### config.mk
export PLATFORM = sky130hd
export DESIGN_NAME = smac_seq_ctrl_flat
export DESIGN_NICKNAME = d
export VERILOG_FILES = /design/src/rtl/smac_seq_ctrl_if.sv /design/src/rtl/smac_seq_ctrl.sv /design/src/flat_wrapper.sv
export SDC_FILE = /design/constraint.sdc
export NUM_CORES = 1
export LEC_CHECK = 0
export BUFFER_PORTS_ARGS = -buffer_cell sky130_fd_sc_hd__buf_4
export CAP_MARGIN = 40
export CORE_MARGIN = 4
export CORE_UTILIZATION = 40
export DETAILED_ROUTE_END_ITERATION = 10
export HOLD_SLACK_MARGIN = 0.05
export SETUP_SLACK_MARGIN = 0.3
export SLEW_MARGIN = 10
export SYNTH_ARGS = -nofsm -noshare
export SYNTH_HDL_FRONTEND = slang
export SYNTH_SLANG_ARGS = --single-unit
### constraint.sdc
create_clock -name clk -period 3.5 [get_ports clk]
set_input_delay 0.175 -clock clk [delete_from_list [all_inputs] [get_ports clk]]
set_output_delay 0.175 -clock clk [all_outputs]
set_load 0.02 [all_outputs]
### src/rtl/smac_seq_ctrl_if.sv
// Job/result/MAC-control bundle for smac_seq_ctrl.
// Optional i_len field is present only when SMAC_VARLEN_EN is defined.
interface smac_seq_ctrl_if #(
   parameter int CWIDTH = 8
);
   logic              i_valid;
   logic              o_ready;
`ifdef SMAC_VARLEN_EN
   logic [3:0]        i_len;
`endif
   logic              o_mac_rst_n;
   logic              o_loadA;
   logic              o_loadB;
   logic              i_bit;
   logic [CWIDTH:0]   o_sum;
   logic              o_valid;
   logic              i_ready;
   logic              o_busy;

`ifdef SMAC_VARLEN_EN
   modport slave (
      input  i_valid, i_len, i_bit, i_ready,
      output o_ready, o_mac_rst_n, o_loadA, o_loadB, o_sum, o_valid, o_busy
   );
   modport master (
      output i_valid, i_len, i_bit, i_ready,
      input  o_ready, o_mac_rst_n, o_loadA, o_loadB, o_sum, o_valid, o_busy
   );
`else
   modport slave (
      input  i_valid, i_bit, i_ready,
      output o_ready, o_mac_rst_n, o_loadA, o_loadB, o_sum, o_valid, o_busy
   );
   modport master (
      output i_valid, i_bit, i_ready,
      input  o_ready, o_mac_rst_n, o_loadA, o_loadB, o_sum, o_valid, o_busy
   );
`endif
endinterface

### src/rtl/smac_seq_ctrl.sv
// Job sequencer for the 16-input scaled stochastic MAC: releases the MAC
// from reset, pulses the operand load strobes, counts 1s on the MAC output
// over a fixed window (after discarding PIPE latency bits) and returns the
// count over a valid/ready handshake.
// Optional macro SMAC_VARLEN_EN: per-job window 2^i_len (clamped to CWIDTH),
// result scaled back to full-scale N.
//
// state | meaning
// IDLE  | waiting for a job, MAC held in reset
// LOAD  | one cycle, MAC released and operand strobes pulsed
// RUN   | MAC streaming, window bits accumulated
// DONE  | result presented until accepted
module smac_seq_ctrl #(
   parameter int CWIDTH = 8,
   parameter int PIPE   = 2
) (
   input  logic         clk,
   input  logic         rst,
   smac_seq_ctrl_if.slave bus
);
   localparam int N     = 1 << CWIDTH;
   localparam int CNT_W = $clog2(PIPE + N + 1);

   typedef enum logic [1:0] {IDLE, LOAD, RUN, DONE} state_t;

   state_t           state_q, state_d;
   logic [CNT_W-1:0] rem_q, rem_d;
   logic [CWIDTH:0]  acc_q, acc_d;
   logic [CNT_W-1:0] win_load;
   logic [CNT_W-1:0] win_cur;
   logic [CWIDTH:0]  sum_out;

`ifdef SMAC_VARLEN_EN
   logic [3:0] len_q, len_d, len_c;

   assign len_c    = (int'(bus.i_len) > CWIDTH) ? 4'(CWIDTH) : bus.i_len;
   assign win_load = CNT_W'(1) << len_c;
   assign win_cur  = CNT_W'(1) << len_q;
   assign sum_out  = acc_d << (4'(CWIDTH) - len_q);
`else
   assign win_load = CNT_W'(N);
   assign win_cur  = CNT_W'(N);
   assign sum_out  = acc_d;
`endif

   // Next-state, remaining-cycle down-counter and accumulator update.
   always_comb begin
      state_d = state_q;
      rem_d   = rem_q;
      acc_d   = acc_q;
`ifdef SMAC_VARLEN_EN
      len_d   = len_q;
`endif
      case (state_q)
         IDLE: begin
            if (bus.i_valid) begin
               state_d = LOAD;
               acc_d   = '0;
               // rem counts down to 0 on the last window cycle; the window
               // is the final win_cur cycles of the run.
               rem_d   = CNT_W'(PIPE) + win_load - CNT_W'(1);
`ifdef SMAC_VARLEN_EN
               len_d   = len_c;
`endif
            end
         end
         LOAD: state_d = RUN;
         RUN: begin
            if ((rem_q < win_cur) && bus.i_bit && (acc_q != (CWIDTH+1)'(N)))
               acc_d = acc_q + 1'b1;
            if (rem_q == '0)
               state_d = DONE;
            else
               rem_d = rem_q - 1'b1;
         end
         DONE: begin
            if (bus.i_ready)
               state_d = IDLE;
         end
         default: state_d = IDLE;
      endcase
   end

   // State, counters and registered outputs decoded from the next state.
   always_ff @(posedge clk) begin
      if (rst) begin
         state_q         <= IDLE;
         rem_q           <= '0;
         acc_q           <= '0;
`ifdef SMAC_VARLEN_EN
         len_q           <= 4'(CWIDTH);
`endif
         bus.o_ready     <= 1'b1;
         bus.o_mac_rst_n <= 1'b0;
         bus.o_loadA     <= 1'b0;
         bus.o_loadB     <= 1'b0;
         bus.o_sum       <= '0;
         bus.o_valid     <= 1'b0;
         bus.o_busy      <= 1'b0;
      end else begin
         state_q         <= state_d;
         rem_q           <= rem_d;
         acc_q           <= acc_d;
`ifdef SMAC_VARLEN_EN
         len_q           <= len_d;
`endif
         bus.o_ready     <= (state_d == IDLE);
         bus.o_mac_rst_n <= (state_d != IDLE);
         bus.o_loadA     <= (state_d == LOAD);
         bus.o_loadB     <= (state_d == LOAD);
         bus.o_valid     <= (state_d == DONE);
         bus.o_busy      <= (state_d != IDLE);
         if ((state_q == RUN) && (state_d == DONE))
            bus.o_sum <= sum_out;
      end
   end
endmodule
### src/flat_wrapper.sv
// flat-port wrapper written by rule: the top's interface ports become plain ports
module smac_seq_ctrl_flat 
#(
   parameter int CWIDTH = 8,
   parameter int PIPE   = 2
)
  (clk, rst, bus_i_valid, bus_i_bit, bus_i_ready, bus_o_ready, bus_o_mac_rst_n, bus_o_loadA, bus_o_loadB, bus_o_sum, bus_o_valid, bus_o_busy);
  smac_seq_ctrl_if #(.CWIDTH(CWIDTH)) bus_i ();
  input  logic clk;
  input  logic rst;
  input wire logic [$bits(bus_i.i_valid)-1:0] bus_i_valid;
  input wire logic [$bits(bus_i.i_bit)-1:0] bus_i_bit;
  input wire logic [$bits(bus_i.i_ready)-1:0] bus_i_ready;
  output wire logic [$bits(bus_i.o_ready)-1:0] bus_o_ready;
  output wire logic [$bits(bus_i.o_mac_rst_n)-1:0] bus_o_mac_rst_n;
  output wire logic [$bits(bus_i.o_loadA)-1:0] bus_o_loadA;
  output wire logic [$bits(bus_i.o_loadB)-1:0] bus_o_loadB;
  output wire logic [$bits(bus_i.o_sum)-1:0] bus_o_sum;
  output wire logic [$bits(bus_i.o_valid)-1:0] bus_o_valid;
  output wire logic [$bits(bus_i.o_busy)-1:0] bus_o_busy;
  assign bus_i.i_valid = bus_i_valid;
  assign bus_i.i_bit = bus_i_bit;
  assign bus_i.i_ready = bus_i_ready;
  assign bus_o_ready = bus_i.o_ready;
  assign bus_o_mac_rst_n = bus_i.o_mac_rst_n;
  assign bus_o_loadA = bus_i.o_loadA;
  assign bus_o_loadB = bus_i.o_loadB;
  assign bus_o_sum = bus_i.o_sum;
  assign bus_o_valid = bus_i.o_valid;
  assign bus_o_busy = bus_i.o_busy;
  smac_seq_ctrl #(.CWIDTH(CWIDTH), .PIPE(PIPE)) u_core (.clk(clk), .rst(rst), .bus(bus_i));
endmodule
### After elaboration in Yosys (flattened, before gate mapping)

Cells that the tools add are included.

| word-level totals | value |
|---|---|
| output and inout bits | 15 |
| word-level logic and storage cells | 38 |
| bits of input ports | 5 |
| register bits after elaboration | 33 |

| cells by class | value |
|---|---|
| order comparisons | 1 |
| multiplexer cells | 10 |
| equal/unequal tests | 8 |
| $add $sub $neg | 2 |
| reductions and logical operators | 9 |

Operators with widths:

| operator | number |
|---|---|
| 2-to-1 mux 9 bit | 4 |
| one-hot mux 9 bit (2 select lines) | 2 |
| adder 9 x 1 -> 9 bit (second input constant) | 1 |
| zero test 9 bit | 1 |
| less-than comparator 9 bit (second input constant) | 1 |
| != test 9 bit (second input constant) | 1 |
| subtractor 9 x 1 -> 9 bit (second input constant) | 1 |
| one-hot mux 2 bit (4 select lines) | 1 |
| == test 2 bit (second input constant) | 3 |
| 2-to-1 mux 2 bit | 3 |
| == test 2 x 1 -> 1 bit (second input constant) | 2 |
| zero test 2 bit | 2 |
| != test 2 bit (second input constant) | 2 |
| nonzero test 2 bit | 2 |
| logical AND 1 bit | 3 |
| AND reduction 3 bit | 1 |

### Longest topological paths before layout

Gate-level depths: netlist (run 1).

| depth | value |
|---|---|
| depth in word-level cells | 5 |
| depth in mapped cells | 7 |
| mapped depth without buffers | 6 |

### Worst setup path before layout (run 1)

Ideal clock, no wire load.

| timing | value |
|---|---|
| kind | reg2reg |
| start point | register u_core.acc_q[5] |
| end point | register u_core.bus.o_sum[1] |
| data required time | 3.414 ns |
| setup slack | 1.646 ns |
| cell stages (with the launch flop) | 5 |
| clock period less this slack | 1.854 ns |
| buffers on the path | 0 |
| setup time | 0.086 ns |
| arrival time | 1.768 ns |
| cell sequence | dfxtp_1 > or4b_2 > o21ai_1 > mux2_2 > a211oi_1 |

| between the ends | value |
|---|---|
| cells in the longest elaborated chain, start to end | 4 |

Ends and longest elaborated chain:

| what | RTL line | RTL |
|---|---|---|
| start: declaration | smac_seq_ctrl.sv:28 | `logic [CWIDTH:0] acc_q, acc_d;` |
| start signal: assignment | smac_seq_ctrl.sv:89 | `acc_q <= '0;` |
| start signal: assignment | smac_seq_ctrl.sv:103 | `acc_q <= acc_d;` |
| != test 9 bit | smac_seq_ctrl.sv:69 | `if ((rem_q < win_cur) && bus.i_bit && (acc_q != (CWIDTH+1)'(N)))` |
| logical AND 1 bit | smac_seq_ctrl.sv:69 |  |
| 2-to-1 mux 9 bit | smac_seq_ctrl.sv:69 |  |
| one-hot mux 9 bit (2 select lines) | smac_seq_ctrl.sv:54 | `case (state_q)` |
| end signal: assignment | smac_seq_ctrl.sv:114 | `bus.o_sum <= sum_out;` |
| end: declaration | smac_seq_ctrl_if.sv:32 | `output o_ready, o_mac_rst_n, o_loadA, o_loadB, o_sum, o_valid, o_busy` |

No other way between the ends.
A chain may end at the register's enable or synchronous reset.

### Worst setup path in the final report (run 1)

Ends and elaborated chain as after synthesis.

==> results.rst, run 1 <==
.. list-table::
   :header-rows: 1

   * - Metric
     - Value
   * - Gr ovfl total
     - 0
   * - Hold path startpoint
     - bus_i_valid
   * - Crit Path Class
     - register to register
   * - First-pass GRT wire length
     - 5800 µm
   * - Final weighted congestion of routability-driven global placement
     - 0.811
   * - Top cells by area in the synthesized netlist
     - sky130_fd_sc_hd__dfxtp_1 42%, sky130_fd_sc_hd__a21oi_1 4.4%, sky130_fd_sc_hd__mux2i_1 3.2%
   * - Shortest clock period the worst path allows after layout
     - 1.99 ns
   * - Share of async-settable or async-resettable flops after synthesis
     - 0
   * - Clock tree from TritonCTS
     - yes
   * - Final WL
     - 3320 µm
   * - Final number of hold-violating endpoints
     - 0
   * - Count of endpoints failing setup in the final report
     - 0
   * - Post-synth cell types
     - 46
   * - Number of violations reported at the end of detailed-routing iteration 0
     - 60
   * - Power Density
     - 487 mW/mm²
   * - Filler instances
     - 379
   * - Endpoint of the worst-slack reg-to-reg timing path
     - u_core.bus.o_sum[1]
   * - Final HPWL from detailed placement
     - 2470 µm
   * - Setup tns final
     - 0 ns
   * - WHS Path Cells
     - 2
   * - Net count after synthesis
     - 188
   * - Avg WL per Cell
     - 13.6 µm
   * - Count of standard-cell rows
     - 22
   * - Leakage Power
     - 0.694 nW
   * - Vias per Instance
     - 5.53
   * - R2R setup slack
     - 1.51 ns
   * - Number of global-route vias before repair
     - 1288
   * - Final clock period utilization by the worst path
     - 0.569
   * - MaxCap Viol Count
     - 0
   * - CP Data Arrival Time
     - 2.19 ns
   * - RSZ-0062 raised after global routing
     - false
   * - Peak fanout along the critical path
     - 6
   * - Beginning of the worst register-to-register path
     - u_core.acc_q[5]
   * - Clock Skew
     - 0.00688 ns
   * - Buffer and inverter count on the worst path
     - 0
   * - Number of ports placed on the die boundary
     - 20
   * - Total Die Area
     - 0.00501 mm²
   * - Post-CTS Repair Setup Buffers
     - 0
   * - Endpoint class of the critical path
     - register
   * - Initial antenna violation count
     - 0
   * - Primary flip-flop cell chosen by synthesis mapping
     - sky130_fd_sc_hd__dfxtp_1
   * - # nets final
     - 204
   * - Cell type contributing the most total cell area after synthesis
     - sky130_fd_sc_hd__dfxtp_1
   * - Die extent in x
     - 70.8 µm
   * - Worst IR drop on VDD
     - 0.248 mV
   * - Share of layout cells above drive strength 1
     - 0.183
   * - Measured slew at the worst slew-check pin
     - 0.746 ns
   * - Highest-delay cell along the critical path
     - sky130_fd_sc_hd__or4b_2
   * - Crit-path cells
     - or4b_2 > o21ai_1 > mux2_2 > a211oi_1
   * - Antenna Violating Nets Remaining
     - 0
   * - Type of the tightest min-delay check
     - input port to register
   * - CP Launch Type
     - register
   * - Overall routing resource usage
     - 0.141
   * - Antenna cell count
     - 0
   * - Longest Clk Path Bufs
     - 2
   * - Synth-to-layout area growth
     - 14.8%
   * - Slew Viols, Final
     - 0
   * - Sink count of the clock tree
     - 33
   * - Die Span Y
     - 70.8 µm
   * - Clock-pin slew on the worst setup and hold paths
     - 0.06 ns
   * - Skew-Pair Late Insertion Delay
     - 0.28 ns
   * - Gate count after technology mapping
     - 180
   * - Depth of the worst register-to-register path
     - 4
   * - Kind of cell adding the most delay to the critical path
     - simple AND/OR/NAND/NOR gates
   * - Largest net degree at the start of global routing
     - 28
   * - Sequential element share of the synthesized area
     - 0.419
   * - Maximum clock frequency
     - 502 MHz
   * - Rel. slew slack
     - 0.498
   * - Number of warning messages in the yosys log
     - 0
   * - Number of detailed-routing iterations run before antenna repair
     - 4
   * - Count of buffers from port buffering
     - 19
   * - Number of vias after detailed routing
     - 1356
   * - Area of the core
     - 0.00374 mm²
   * - Initial Utilization
     - 0.421
   * - Clock root buffer
     - sky130_fd_sc_hd__clkbuf_8
   * - Flip-flop and latch count after synthesis
     - 33
   * - Count of flip-flops with a built-in enable after synthesis
     - 0
   * - Post-cts hold buffer count
     - 0
   * - Residual DRC count
     - 0
   * - Resize count post-CTS
     - 0
   * - Number of buffers added by the clock tree synthesis step
     - 5
   * - Total power
     - 882 µW
   * - Worst EP required
     - 3.69 ns
   * - Run status
     - complete, no violations
   * - Cell area after technology mapping
     - 0.00158 mm²
   * - Yosys top cell area share
     - 0.419
   * - Avg Synthesized Cell Area
     - 8.77 µm²
   * - Hold-critical path endpoint
     - u_core.bus.o_busy
   * - Crit-path max cell delay
     - 0.70 ns
   * - H-tree depth reported by CTS
     - 2
==> how the worst max path moves through the flow <==
stage	startpoint	end	slack [ns]	depth (start not counted)
5_1_grt	u_core.rem_q[0]	u_core.bus.o_sum[1]	1.36	7
4_1_cts	u_core.rem_q[0]	u_core.bus.o_sum[5]	1.27	6
3_3_place_gp	u_core.rem_q[0]	u_core.bus.o_sum[1]	1.42	6
6_report	u_core.acc_q[5]	u_core.bus.o_sum[1]	1.51	4
2_1_floorplan	u_core.acc_q[5]	u_core.bus.o_sum[1]	1.65	4
3_5_place_dp	u_core.rem_q[0]	u_core.bus.o_sum[5]	1.28	6
==> cell families after synthesis <==
family | after synthesis | share of synthesized area
and+or+nand+nor | 67 | 0.255
AOI/OAI and AO/OA | 45 | 0.180
DFF | 33 | 0.419
buffers and inverters | 23 | 0.0626
muxes | 9 | 0.0603
adders and majority gates | 3 | 0.0238
==> report_power, final <==
group	internal [mW]	switching [mW]	total, mW
Clock	0.141	0.129	0.270
Sequential	0.402	0.0269	0.429
Combinational	0.0799	0.103	0.183
==> flip-flops by register name, indices dropped and copies added (netlist names) <==
signal	flops
u_core.bus.o_sum	9
u_core.bus.o_ready	1
u_core.state_q	2
u_core.bus.o_valid	1
u_core.acc_q	9
u_core.rem_q	9
u_core.bus.o_loadA	1
u_core.bus.o_busy	1
==> synth_stat cells, types with 2 or more instances <==
cell type and number:
sky130_fd_sc_hd__ha_1 3, sky130_fd_sc_hd__nor2b_1 4, sky130_fd_sc_hd__nand2_1 11, sky130_fd_sc_hd__inv_1 12
sky130_fd_sc_hd__nor2_1 12, sky130_fd_sc_hd__o31ai_1 2, sky130_fd_sc_hd__nor3_1 3, sky130_fd_sc_hd__clkbuf_1 7
sky130_fd_sc_hd__o21ai_0 8, sky130_fd_sc_hd__a21oi_1 14, sky130_fd_sc_hd__o21bai_1 2, sky130_fd_sc_hd__nand2b_1 3
sky130_fd_sc_hd__and2_1 2, sky130_fd_sc_hd__buf_4 3, sky130_fd_sc_hd__mux2_2 4, sky130_fd_sc_hd__nand4_1 7
sky130_fd_sc_hd__nor3b_1 2, sky130_fd_sc_hd__dfxtp_1 33, sky130_fd_sc_hd__o21a_1 4, sky130_fd_sc_hd__a31oi_1 2
sky130_fd_sc_hd__mux2i_1 5, sky130_fd_sc_hd__or4_1 2, sky130_fd_sc_hd__a211oi_1 5, sky130_fd_sc_hd__or3_1 8
==> placed cells by master, fill, tap and decap left out, types with 2 or more instances in the layout <==
cell / count
sky130_fd_sc_hd__dfxtp_1: 33
sky130_fd_sc_hd__buf_4: 19
sky130_fd_sc_hd__a21oi_1: 14
sky130_fd_sc_hd__inv_1: 12
sky130_fd_sc_hd__nor2_1: 12
sky130_fd_sc_hd__nand2_1: 11
sky130_fd_sc_hd__or3_1: 8
sky130_fd_sc_hd__o21ai_0: 8
sky130_fd_sc_hd__nand4_1: 7
sky130_fd_sc_hd__mux2i_1: 5
sky130_fd_sc_hd__a211oi_1: 5
sky130_fd_sc_hd__clkbuf_8: 5
sky130_fd_sc_hd__o21a_1: 4
sky130_fd_sc_hd__nor2b_1: 4
sky130_fd_sc_hd__mux2_2: 4
sky130_fd_sc_hd__nand2b_1: 3
sky130_fd_sc_hd__nor3_1: 3
sky130_fd_sc_hd__ha_1: 3
sky130_fd_sc_hd__clkbuf_1: 3
sky130_fd_sc_hd__a31oi_1: 2
sky130_fd_sc_hd__and2_1: 2
sky130_fd_sc_hd__nor3b_1: 2
sky130_fd_sc_hd__o21bai_1: 2
sky130_fd_sc_hd__o31ai_1: 2
sky130_fd_sc_hd__or4_1: 2
==> cell type report <==
| class | instances | area [µm²] | area share |
|---|---|---|---|
| clock buffers | 8 | 80.1 | 0.0442 |
| repair buffers | 20 | 148 | 0.0815 |
| flip-flops and latches | 33 | 661 | 0.365 |
| inverters | 12 | 45.0 | 0.0249 |
| multi-input cells | 124 | 818 | 0.452 |
| well taps | 48 | 60.1 | 0.0331 |
==> metal layers <==
layer	vias to the layer above	wire length, µm	share of wire	track usage
met4	0	27	0.0081	0.0376
met1	639	1600	0.48	0.184
li1	685	-	-	-
met2	27	1520	0.46	0.227
met3	5	176	0.053	0.0426
met5	-	0	0	0
==> metrics by stage <==
| step | std cells | utilization | hold slack, ns | worst slack (ns) | cell area, µm² |
|---|---|---|---|---|---|
| global placement | 236 | 0.461 | 0.466 | 1.42 | 1730 |
| floorplan | 180 | - | 0.331 | 1.65 | 1580 |
| global route | 245 | 0.484 | 0.184 | 1.36 | 1810 |
| finish | 245 | 0.484 | 0.189 | 1.51 | 1810 |
| detailed placement | 236 | 0.461 | 0.476 | 1.28 | 1730 |
| CTS | 244 | 0.483 | 0.188 | 1.27 | 1810 |
==> worst reg2reg max path: cells and delay by family (launching register included) <==
kind,cells,cell delay [ns]
AO/OA/AOI/OAI,2,0.49
flip-flops,1,0.35
multiplexers,1,0.39
AND/OR/NAND/NOR,1,0.70
No activity file was read; power rests on OpenSTA's default activity.
==> run 2: changes to the inputs <==
==> constraint.sdc (replaced) <==
create_clock -name clk -period 1.9 [get_ports clk]
set_input_delay 0.095 -clock clk [delete_from_list [all_inputs] [get_ports clk]]
set_output_delay 0.095 -clock clk [all_outputs]
set_load 0.02 [all_outputs]
==> run 2 against run 1 <==
Compared with the run above:
- critical path depth rose by 1
- flip-flop and latch count unchanged
- first-iteration DRC count grew 13%
- final cell count increased by 7.3%
- clock power rose to 2.5 times the previous value
- register-to-register slack got worse by 1.5 ns
- worst hold slack worse by 0.096 ns
- power up 120%
- sequential share of layout area fell by 5.7 points
- cell area is 21% higher
- critical endpoint is now u_core.rem_q[7]
- largest power group unchanged
==> results.rst, run 2 (synthesis results as in run 1) <==
.. list-table::
   :header-rows: 1

   * - Metric
     - Value
   * - Skew-Pair Late Insertion Delay
     - 0.29 ns
   * - Residual DRC count
     - 0
   * - Longest Clk Path Bufs
     - 2
   * - Total Die Area
     - 0.00501 mm²
   * - Crit Path Class
     - register to register
   * - Final number of hold-violating endpoints
     - 0
   * - Number of global-route vias before repair
     - 1403
   * - Die extent in x
     - 70.8 µm
   * - MaxCap Viol Count
     - 0
   * - Placement Cell Area
     - 0.00183 mm²
   * - Met3 routed WL
     - 221 µm
   * - Worst slack at placement
     - 0.0552 ns
   * - RSZ-0062 raised after global routing
     - true
   * - Avg WL per Cell
     - 14.6 µm
   * - Met1 WL
     - 1800 µm
   * - Crit-path cells
     - buf_4 > or3_4 > or3_4 > or4_1 > a21oi_1
   * - Final weighted congestion of routability-driven global placement
     - 0.877
   * - Buffer and inverter count on the worst path
     - 1
   * - CP Launch Type
     - register
   * - Shortest clock period the worst path allows after layout
     - 1.90 ns
   * - Final clock period utilization by the worst path
     - 0.998
   * - Run status
     - complete, no violations
   * - Number of buffers added by the clock tree synthesis step
     - 5
   * - Setup tns final
     - 0 ns
   * - Initial Utilization
     - 0.421
   * - First-pass GRT wire length
     - 6180 µm
   * - Endpoint class of the critical path
     - register
   * - Die Span Y
     - 70.8 µm
   * - Largest net degree at the start of global routing
     - 28
   * - Post-cts hold buffer count
     - 0
   * - Final cell count without fillers
     - 263
   * - Clock tree from TritonCTS
     - yes
   * - H-tree depth reported by CTS
     - 2
   * - Clock root buffer
     - sky130_fd_sc_hd__clkbuf_8
   * - Sink count of the clock tree
     - 33
   * - Rel. slew slack
     - 0.713
   * - Clock-pin slew on the worst setup and hold paths
     - 0.07 ns
   * - Number of ports placed on the die boundary
     - 20
   * - Peak fanout along the critical path
     - 3
   * - Worst IR drop on VDD
     - 0.555 mV
   * - Antenna cell count
     - 0
   * - Synth-to-layout area growth
     - 38.7%
   * - Final Instance Area
     - 0.00219 mm²
   * - Power Density
     - 901 mW/mm²
   * - Kind of cell adding the most delay to the critical path
     - simple AND/OR/NAND/NOR gates
   * - Number of detailed-routing iterations run before antenna repair
     - 4
   * - Setup ws final
     - 0.00292 ns
   * - # nets final
     - 222
   * - Count of endpoints failing setup in the final report
     - 0
   * - DR WL met2
     - 1800 µm
   * - Count of standard-cell rows
     - 22
   * - Highest-delay cell along the critical path
     - sky130_fd_sc_hd__or4_1
   * - Uppermost layer routed
     - met4
   * - Number of violations reported at the end of detailed-routing iteration 0
     - 68
   * - Measured slew at the worst slew-check pin
     - 0.426 ns
   * - Final WL
     - 3840 µm
   * - Area of the core
     - 0.00374 mm²
   * - Initial antenna violation count
     - 0
   * - Count of buffers from port buffering
     - 19
   * - Vias per Instance
     - 5.47
   * - CP Data Arrival Time
     - 2.12 ns
   * - Worst EP required
     - 2.12 ns
   * - Final HPWL from detailed placement
     - 2510 µm
   * - Maximum clock frequency
     - 527 MHz
   * - Commonest non-fill, non-tap cell in the layout
     - sky130_fd_sc_hd__buf_4
   * - Type of the tightest min-delay check
     - input port to register
   * - Share of layout cells above drive strength 1
     - 0.414
   * - Final core area utilization
     - 0.585
   * - Slew Viols, Final
     - 0
   * - Registers with the highest flip-flop counts
     - u_core.acc_q x9, u_core.bus.o_sum x9, u_core.rem_q x9
   * - Overall routing resource usage
     - 0.154
   * - Leakage Power
     - 0.844 nW
   * - Placed Instances
     - 244
   * - Most frequent cell on the critical path
     - sky130_fd_sc_hd__or3_4
   * - Clock Skew
     - 0.00431 ns
   * - Gr ovfl total
     - 0
   * - Leading cell types in the layout, fill and taps excluded
     - 34 x sky130_fd_sc_hd__buf_4, 27 x sky130_fd_sc_hd__dfxtp_1, 13 x sky130_fd_sc_hd__a21oi_1
   * - Number of vias after detailed routing
     - 1439
   * - Crit-path max cell delay
     - 0.48 ns
   * - Antenna Violating Nets Remaining
     - 0
run 2: cell types whose count changed in the layout (fill, tap and decap cells not counted), sizes merged:
cell | previous run | this run
clkbuf | 8 | 7
bufinv | 0 | 1
buf | 20 | 38
run 2: metal layers:
layer | vias up | track usage
met4 | 0 | 0.0626
met1 | 676 | 0.189
met3 | 2 | 0.0469
met5 | - | 0
met2 | 37 | 0.249
li1 | 724 | -
run 2: worst paths after layout:
check	start	end	slack [ns]	cells after the start
max	u_core.rem_q[0]	u_core.rem_q[7]	0.003	5
min	bus_i_valid	u_core.bus.o_busy	0.09	2
max reg2reg	u_core.rem_q[0]	u_core.rem_q[7]	0.003	5
min reg2reg	u_core.bus.o_sum[6]	u_core.bus.o_sum[6]	0.51	2
run 2: cell type report:
cell class,instances,area (µm²)
timing repair buffer,38,309
clock inverter,1,30.0
fill,344,1560
multi-input combinational,124,980
inverter,12,50.0
tap,48,60.1
clock buffer,7,86.3
sequential,33,673
run 2: stage by stage:
step / hold slack, ns / power (mW)
3_3_place_gp: 0.386 / 1.17
5_1_grt: 0.104 / 2.07
4_1_cts: 0.0912 / 1.89
2_1_floorplan: 0.251 / 1.07
3_5_place_dp: 0.391 / 1.18
6_report: 0.0936 / 1.97
run 2: worst reg2reg max path, cell delays in order, from the launching register on:
cell	delay [ns]
sky130_fd_sc_hd__dfxtp_2	0.32
sky130_fd_sc_hd__buf_4	0.13
sky130_fd_sc_hd__or3_4	0.39
sky130_fd_sc_hd__or3_4	0.37
sky130_fd_sc_hd__or4_1	0.48
sky130_fd_sc_hd__a21oi_1	0.15
run 2: what timing repair did:
action,in CTS,in global routing
endpoints found under the setup margin,21,22
gates cloned,0,1
buffers inserted,6,4
resized for setup,9,34
pin swaps,3,16
run 2: report_power, final:
part,switching [mW],internal (mW)
Combinational,0.246,0.256
Clock,0.249,0.427
Sequential,0.0529,0.740
Total,0.548,1.42
